==> config.mk <==
export PLATFORM = sky130hd
export DESIGN_NAME = dtw_result_packer
export DESIGN_NICKNAME = d
export VERILOG_FILES = /design/src/rtl/dtw_result_packer.sv
export SDC_FILE = /design/constraint.sdc
export NUM_CORES = 1
export LEC_CHECK = 0
export CORE_ASPECT_RATIO = 1.1
export CORE_UTILIZATION = 46
export DETAILED_ROUTE_END_ITERATION = 6
export PLACE_DENSITY = 0.82
export SYNTH_ARGS = -nofsm -noshare
export SYNTH_HDL_FRONTEND = slang
export SYNTH_SLANG_ARGS = --single-unit
==> constraint.sdc <==
create_clock -name ACLK -period 2.6 [get_ports ACLK]
set_input_delay 0.39 -clock ACLK [delete_from_list [all_inputs] [get_ports ACLK]]
set_output_delay 0.39 -clock ACLK [all_outputs]
set_load 0.005 [all_outputs]
==> src/rtl/dtw_result_packer.sv <==
// Collects DTW results for one query session, tracks the minimum score and its
// position, then writes a 3-word record {hdr, best_score, best_pos} into the output FIFO.
module dtw_result_packer #(
  parameter int          SCORE_W = 32,
  parameter int          POS_W   = 32,
  parameter int          ID_W    = 8,
  parameter int          CNT_W   = 16,
  parameter logic [7:0]  MAGIC   = 8'hA5
) (
  input  logic               ACLK,
  input  logic               ARESETN,
  input  logic               q_start,
  input  logic [ID_W-1:0]    q_id,
  input  logic               q_done,
  input  logic               res_valid,
  output logic               res_ready,
  input  logic [SCORE_W-1:0] res_score,
  input  logic [POS_W-1:0]   res_pos,
  output logic               fifo_wren,
  output logic [31:0]        fifo_din,
  input  logic               fifo_full,
  output logic               busy,
  output logic               proto_err,
  output logic [1:0]         dbg_state
);

  typedef enum logic [1:0] {
    IDLE    = 2'd0,
    COLLECT = 2'd1,
    EMIT    = 2'd2
  } state_t;

  state_t             state;
  logic [1:0]         word_idx;
  logic [CNT_W-1:0]   count;
  logic [SCORE_W-1:0] best_score;
  logic [POS_W-1:0]   best_pos;
  logic [ID_W-1:0]    qid;
  logic               accept;

  // Handshake: a result transfers on a cycle where res_valid && res_ready are both
  // high at the rising edge; res_ready is high only in COLLECT. The FIFO side is a
  // plain write strobe: a word is written on every cycle with fifo_wren high, and
  // fifo_wren is withheld while fifo_full is high so fifo_din/word_idx stay put.
  assign res_ready = (state == COLLECT);
  assign accept    = res_valid && res_ready;
  assign fifo_wren = (state == EMIT) && !fifo_full;
  assign busy      = (state != IDLE);
  assign dbg_state = state;

  always_comb begin
    fifo_din = 32'd0;
    if (state == EMIT) begin
      case (word_idx)
        2'd0:    fifo_din = {MAGIC, qid, count};
        2'd1:    fifo_din = 32'(best_score);
        2'd2:    fifo_din = 32'(best_pos);
        default: fifo_din = 32'd0;
      endcase
    end
  end

  always_ff @(posedge ACLK or negedge ARESETN) begin
    if (!ARESETN) begin
      state      <= IDLE;
      word_idx   <= 2'd0;
      count      <= '0;
      best_score <= '1;
      best_pos   <= '0;
      qid        <= '0;
      proto_err  <= 1'b0;
    end else begin
      case (state)
        IDLE: begin
          if (q_start) begin
            state      <= COLLECT;
            qid        <= q_id;
            count      <= '0;
            best_score <= '1;
            best_pos   <= '0;
          end
        end
        COLLECT: begin
          if (q_start) proto_err <= 1'b1;
          if (accept) begin
            if (count != {CNT_W{1'b1}}) count <= count + 1'b1;
            // Strict compare keeps the earliest position on ties.
            if (res_score < best_score) begin
              best_score <= res_score;
              best_pos   <= res_pos;
            end
          end
          if (q_done) begin
            state    <= EMIT;
            word_idx <= 2'd0;
          end
        end
        EMIT: begin
          if (q_start) proto_err <= 1'b1;
          if (fifo_wren) begin
            if (word_idx == 2'd2) begin
              state    <= IDLE;
              word_idx <= 2'd0;
            end else begin
              word_idx <= word_idx + 2'd1;
            end
          end
        end
        default: begin
          state    <= IDLE;
          word_idx <= 2'd0;
        end
      endcase
    end
  end

endmodule

==> results of run 1 <==
-- through the flow --
stage               setup TNS, ns  worst slack, ns  instance area [um^2]
floorplan                       0            0.270                  6650
CTS                             0           0.0186                  8510
global placement           -11.31           -0.195                  8180
global route               -0.125          -0.0490                  8940
detailed placement         -14.04           -0.275                  8180
finish                          0           0.0261                  8940
-- per-layer routing --
layer / up-vias / wire length (um)
met2: 312 / 10100
met5: - / 0
met1: 3072 / 8510
met3: 48 / 1490
met4: 0 / 493
li1: 2909 / -
-- repair_timing --
item | in CTS | in global routing
setup endpoints to repair | 3 | 79
endpoints found under the hold margin | 0 | 0
hold buffers | 0 | 0
gates resized for setup | 2 | 36
gates cloned | 0 | 9
buffers inserted | 0 | 12
pin swaps | 0 | 10
-- cell type report --
cell class	instances	area (um^2)
clock buffer	11	253
multi-input combinational	557	3990
tap	188	235
sequential	93	2370
timing repair buffer	183	1880
clock inverter	5	58.8
fill	1083	5020
inverter	40	150
-- worst max-delay path, delay by kind of cell (launching register included) --
kind,cells,cell delay (ns)
and+or+nand+nor,3,0.43
buffers and inverters,3,0.88
DFF,1,0.43
AOI/OAI and AO/OA,1,0.09
-- worst paths after layout --
kind	to	cells after the start	start	slack, ns
worst min-delay path	best_pos[20]$_DFFE_PN0P_	1	ARESETN	0.03
min in group ACLK	proto_err$_DFFE_PN0P_	1	proto_err$_DFFE_PN0P_	0.45
worst min register to register	proto_err$_DFFE_PN0P_	1	proto_err$_DFFE_PN0P_	0.45
max in group asynchronous	best_score[22]$_DFFE_PN1P_	2	ARESETN	1.74
worst max register to register	best_score[25]$_DFFE_PN1P_	10	best_score[6]$_DFFE_PN1P_	0.04
worst max-delay path	fifo_din[12]	7	word_idx[0]$_DFFE_PN0P_	0.03
-- state kept, by name (all words and copies together) (netlist names) --
register    cells
qid             8
count          16
best_pos       32
best_score     32
word_idx        2
proto_err       1
dbg_state       2
-- cell usage in the layout, fill, tap and decap left out, drive strengths merged, types with 18 or more instances in the layout --
master         Yosys  layout
nor2b             45      45
and2              26      26
nor2              53      53
inv               40      40
dfrtp             61      61
o211ai            65      65
buf               32      62
a21oi             23      23
ha                35      35
nand2            110     110
o21ai             35      35
nor4              34      34
mux2i             24      24
clkbuf            26      18
a211oi            36      36
dfstp             32      32
clkdlybuf4s50      0     113
-- power by group through the flow --
stage               Clock [W]  Sequential, W  Combinational [W]
floorplan                   0        0.00247            0.00285
global placement            0        0.00262            0.00419
detailed placement          0        0.00264            0.00431
CTS                   0.00140        0.00263            0.00434
global route          0.00145        0.00271            0.00530
finish                0.00139        0.00264            0.00491
-- logic make-up (layout without fill, tap and decap cells) --
group	after synthesis	after routing
AND/OR/NAND/NOR	301	302
AO/OA/AOI/OAI	179	179
buffers and inverters	98	239
flip-flops	93	93
adder cells (fa/ha/maj)	35	35
multiplexers	33	33
XOR/XNOR	8	8
==> results.yml, run 1 <==
floorplan:
  num_rows: 45
  fp.dieArea_um2: 14900
  core-area_um2: 14000
  die_w_um: 117
  num_io_pins: 116
  die_h_um: 128
  start_util_pct: 47.6
yosys:
  synth_top_flop_cell: "dfrtp_1"
  yosys-top-cells-count: "nand2_1 (110), dfrtp_1 (61), nor2_1 (53)"
  yosys.area_share.simple_pct: 22.0
  synth_cells: 747
  synth_top_family_by_area: "compound AO/OA/AOI/OAI gates"
  synth_compound_area_share_pct: 22.8
  yosysWarnings: 0
  ys_seq_elements: 93
  yosysTopAreaCellShare_pct: 23.0
  yosysUniqueCellTypes: 44
  synth_fa_ha_area_share_pct: 6.59
  synth.area.top_cells: "dfrtp_1 (23%), dfstp_2 (13%), ha_1 (6.6%)"
  synthesis.nets: 860
  async_flop_share_pct: 100
  yosys.cell_count.top_type: "nand2_1"
  synth_xor_area_share_pct: 1.05
  ys_seq_area_share_pct: 35.6
  yosys-mux-area-fraction_pct: 5.14
  syn_avg_cell_area_um2: 8.90
  synth_edf_count: 0
  synth_area_um2: 6650
  synth_area_leader_cell: "dfrtp_1"
hold_path:
  holdCritPathClass: "input port to asynchronous set/reset pin"
sta:
  fin_skew_ns: 0.00659
  whs_ns: 0.0291
  slew_headroom_pct: 60.1
  fin_crit_sh_pct: 99.0
  fmax_mhz: 389
  slew_viol_final: 0
  layout_min_cycle_time_ns: 2.57
  final_hold_viol_count: 0
  setup_violations: 0
  tightest_slew_ns: 0.599
global_route:
  antenna_found_initial: 0
  grt_overflow: 0
  busiest_layer: "met2"
  grt_pass1_vias: 5941
  met2_usage_pct: 41.4
  use_met1_pct: 35.5
  grt.met3_usage_pct: 3.74
  grt_max_degree: 60
  grt_pass1_wl_mm: 30.1
  grt.total_usage_pct: 25.8
placed_design:
  portBuffers: 115
  dp_cells: 1040
  gp_congestion: 0.874
  place_hpwl_mm: 13.2
status:
  status: "completed"
worst_setup_path:
  cp.required_ns: 2.21
  path_cells: "buf_12, nor2_4, clkbuf_16, nand2_1, o21ai_0, and2_1, clkdlybuf4s50_1"
  critPathSlowestCell: "clkdlybuf4s50_1"
  critPathKind: "register to output port"
  crit_fanout: 11
  cp.arrival_ns: 2.18
  worstSetupEndpointType: "output port"
  start_kind: "register"
  slowest_delay_ns: 0.51
cts:
  h-tree-depth: 3
  clk_pin_slew_ns: 0.07
  clock_latency_ns: 0.35
  cts_tree: "done"
  cts.sinks: 93
  clockBufferDepth: 2
  clockRootBuffer: "clkbuf_16"
  cts_buffers: 9
finish:
  final_cells: 1077
  antennaDiodeCount: 0
  utilization_pct: 64.0
  syn2layout_area_growth_pct: 34.5
  fin_nets: 997
  drive_gt1_share_pct: 23.8
power_and_ir_drop:
  pwr-share-clk_pct: 15.5
  power_frac_seq_pct: 29.6
  vdd_ir_drop_max_uv: 469
  pwr-share-comb_pct: 54.9
  p_switching_w: 0.00379
  power.total_w: 0.00895
  p_sw_share_pct: 42.3
  powerDensity_nw_per_um2: 1000
  intPower_w: 0.00516
  p_leak_nw: 3.82
route:
  firstDrtPassIters: 5
  vias: 6341
  post-route-drc-count: 0
  vias_per_cell: 5.89
  ant_nets: 0
  drt_iter0_drc: 602
  wl_mm: 20.5
  wl_per_cell_um: 19.1
flow_run:
  cap_violations: 0
Power figures use the tool's default switching activity.
==> run 2: changes to the inputs <==
--- a/config.mk
+++ b/config.mk
@@ -5,10 +5,11 @@
 export SDC_FILE = /design/constraint.sdc
 export NUM_CORES = 1
 export LEC_CHECK = 0
+export ABC_AREA = 1
 export CORE_ASPECT_RATIO = 1.1
 export CORE_UTILIZATION = 46
 export DETAILED_ROUTE_END_ITERATION = 6
-export PLACE_DENSITY = 0.82
+export PLACE_DENSITY = 0.83
 export SYNTH_ARGS = -nofsm -noshare
 export SYNTH_HDL_FRONTEND = slang
 export SYNTH_SLANG_ARGS = --single-unit
==> run 2 against run 1 <==
The run now ends with DRC left. Register-to-register slack improved by 0.22 ns. Clock-buffer cell count increased by 1. Clock skew grew 0.0025 ns. Routed wire length shrank 23%. Setup slack better by 0.11 ns. Global-route usage is 1.5 points lower. Critical path type unchanged.
==> results.yml, run 2 <==
status:
  status: "finished, violations left"
  violations: "DRC"
route:
  post-route-drc-count: 5
  vias: 5686
  vias_per_cell: 5.16
  ant_nets: 0
  wl_mm: 15.8
  wl_per_cell_um: 14.3
  drt_iter0_drc: 304
  firstDrtPassIters: 7
floorplan:
  fp.dieArea_um2: 13700
  core-area_um2: 12800
  num_io_pins: 116
  start_util_pct: 47.8
  die_w_um: 112
  num_rows: 43
  die_h_um: 123
yosys:
  synth_compound_area_share_pct: 8.63
  synth_top_flop_cell: "dfrtp_1"
  synth_xor_area_share_pct: 0.863
  synth.area.top_cells: "dfrtp_1 (25%), nand2_1 (17%), dfstp_2 (14%)"
  synth_area_um2: 6090
  yosysUniqueCellTypes: 40
  yosys.area_share.simple_pct: 32.1
  async_flop_share_pct: 100
  synthesis.nets: 941
  yosysTopAreaCellShare_pct: 25.1
  yosys-top-cells-count: "nand2_1 (283), inv_1 (121), nand3_1 (79)"
  yosysWarnings: 0
  synth_edf_count: 0
  synth_area_leader_cell: "dfrtp_1"
  ys_seq_elements: 93
  yosys-mux-area-fraction_pct: 1.48
  syn_avg_cell_area_um2: 7.35
  synth_cells: 828
  synth_top_family_by_area: "simple AND/OR/NAND/NOR gates"
  ys_seq_area_share_pct: 38.9
  yosys.cell_count.top_type: "nand2_1"
  synth_fa_ha_area_share_pct: 7.19
power_and_ir_drop:
  vdd_ir_drop_max_uv: 1040
  p_leak_nw: 4.08
  powerDensity_nw_per_um2: 1110
  power.total_w: 0.00866
sta:
  rsz0062_at_grt: "yes"
  finalSetupTns_ns: 0
  setup_violations: 0
  slew_viol_final: 0
  slew_headroom_pct: 59.8
  fin_skew_ns: 0.00914
  layout_min_cycle_time_ns: 2.46
  tightest_slew_ns: 0.603
  final_hold_viol_count: 0
  fin_crit_sh_pct: 94.8
  fmax_mhz: 406
global_route:
  grt_overflow: 0
  grt_pass1_vias: 5429
  grt.total_usage_pct: 24.4
  antenna_found_initial: 0
  grt_pass1_wl_mm: 26.3
  grt_max_degree: 45
worst_setup_path:
  start_kind: "register"
  worstSetupEndpointType: "output port"
  worst_r2r_endpoint: "best_pos[29]$_DFFE_PN0P_"
  rr_worst_depth: 15
  critPathKind: "register to output port"
  r2r_slack_ns: 0.26
  crit_fanout: 13
  r2r-start: "best_score[5]$_DFFE_PN1P_"
  cp.arrival_ns: 2.07
  cp.required_ns: 2.21
placed_design:
  gp_congestion: 0.896
  place_hpwl_mm: 11.6
  dp_cells: 1085
  portBuffers: 115
cts:
  clock_latency_ns: 0.35
  h-tree-depth: 3
  clockBufferDepth: 2
  cts.sinks: 93
  cts_tree: "done"
  clockRootBuffer: "clkbuf_16"
  cts_buffers: 9
  clk_pin_slew_ns: 0.07
finish:
  reg_top3: "best_pos: 32 flops, best_score: 32 flops, count: 16 flops"
  antennaDiodeCount: 0
  syn2layout_area_growth_pct: 28.0
  final_cell_mix: "nand2_1 (282), inv_1 (119), clkdlybuf4s50_1 (114)"
  utilization_pct: 61.1
  final_cells: 1101
  final_common_cell: "nand2_1"
  drive_gt1_share_pct: 14.2
  fin_nets: 1052
flow_run:
  cap_violations: 0
hold_path:
  holdCritPathClass: "input port to asynchronous set/reset pin"
run 2: cell types whose count changed after synthesis, sizes merged, moves of 35 or more:
| cell | delta |
|---|---|
| a211oi | -35 |
| inv | +82 |
| nand2 | +180 |
| nand3 | +70 |
| nor2b | -45 |
| o211ai | -51 |
run 2: cells by family (layout without fill, tap and decap cells):
family,count (synthesis),count (layout)
xor gates and xnor gates,6,6
DFF,93,93
and+or+nand+nor,442,442
AOI/OAI and AO/OA,82,82
muxes,8,8
adders and majority gates,35,35
buffers and inverters,162,278
run 2: per-layer routing:
metal	track usage, %	vias up	share of wire (%)
met3	3.56	20	6.5
li1	-	2830	-
met5	0	-	0
met2	40.9	219	49
met4	8.95	0	1.8
met1	32.1	2617	43
run 2: cell type report:
| type | count | area, um^2 |
|---|---|---|
| Fill cell | 1137 | 4960 |
| Sequential cell | 93 | 2370 |
| Clock inverter | 4 | 47.5 |
| Inverter | 122 | 458 |
| Timing Repair Buffer | 140 | 1400 |
| Tap cell | 157 | 196 |
| Clock buffer | 12 | 246 |
| Multi-Input combinational cell | 573 | 3070 |
run 2: per-stage QoR:
stage	setup slack, ns	instance area (um^2)	hold slack (ns)
after floorplan	0.664	6090	0.0944
after global placement	0.0891	7490	0.439
after detailed placement	0.0666	7490	0.440
after CTS	0.0565	7780	0.0711
after global routing	-0.00996	7790	0.0962
final	0.136	7790	0.0538
run 2: repair_timing:
item / CTS / global route
hold buffers: 0 / 0
gates cloned: 0 / 0
setup endpoints to repair: 1 / 25
buffers inserted: 0 / 0
gates resized for setup: 1 / 6
run 2: worst max-delay path, stage by stage, from the launching register on:
cell and delay [ns]:
dfrtp_1 0.39, inv_2 0.10, nor2_4 0.13, inv_1 0.07
buf_4 0.19, o211ai_1 0.23, nand2_1 0.07, inv_1 0.05
clkdlybuf4s50_1 0.49
run 2: worst max path at each step:
| stage | start | depth (start not counted) | end |
|---|---|---|---|
| final | word_idx[0]$_DFFE_PN0P_ | 8 | fifo_din[13] |
| after detailed placement | res_score[5] | 15 | best_pos[24]$_DFFE_PN0P_ |
| after CTS | word_idx[0]$_DFFE_PN0P_ | 8 | fifo_din[13] |
| after floorplan | best_score[31]$_DFFE_PN1P_ | 13 | best_pos[0]$_DFFE_PN0P_ |
| after global placement | res_score[5] | 15 | best_pos[21]$_DFFE_PN0P_ |
| after global routing | word_idx[1]$_DFFE_PN0P_ | 6 | fifo_din[1] |
run 2: where the power goes:
part	switching [W]	internal [W]
clock network	0.000568	0.000770
registers	0.000353	0.00225
logic	0.00282	0.00190
total	0.00374	0.00492
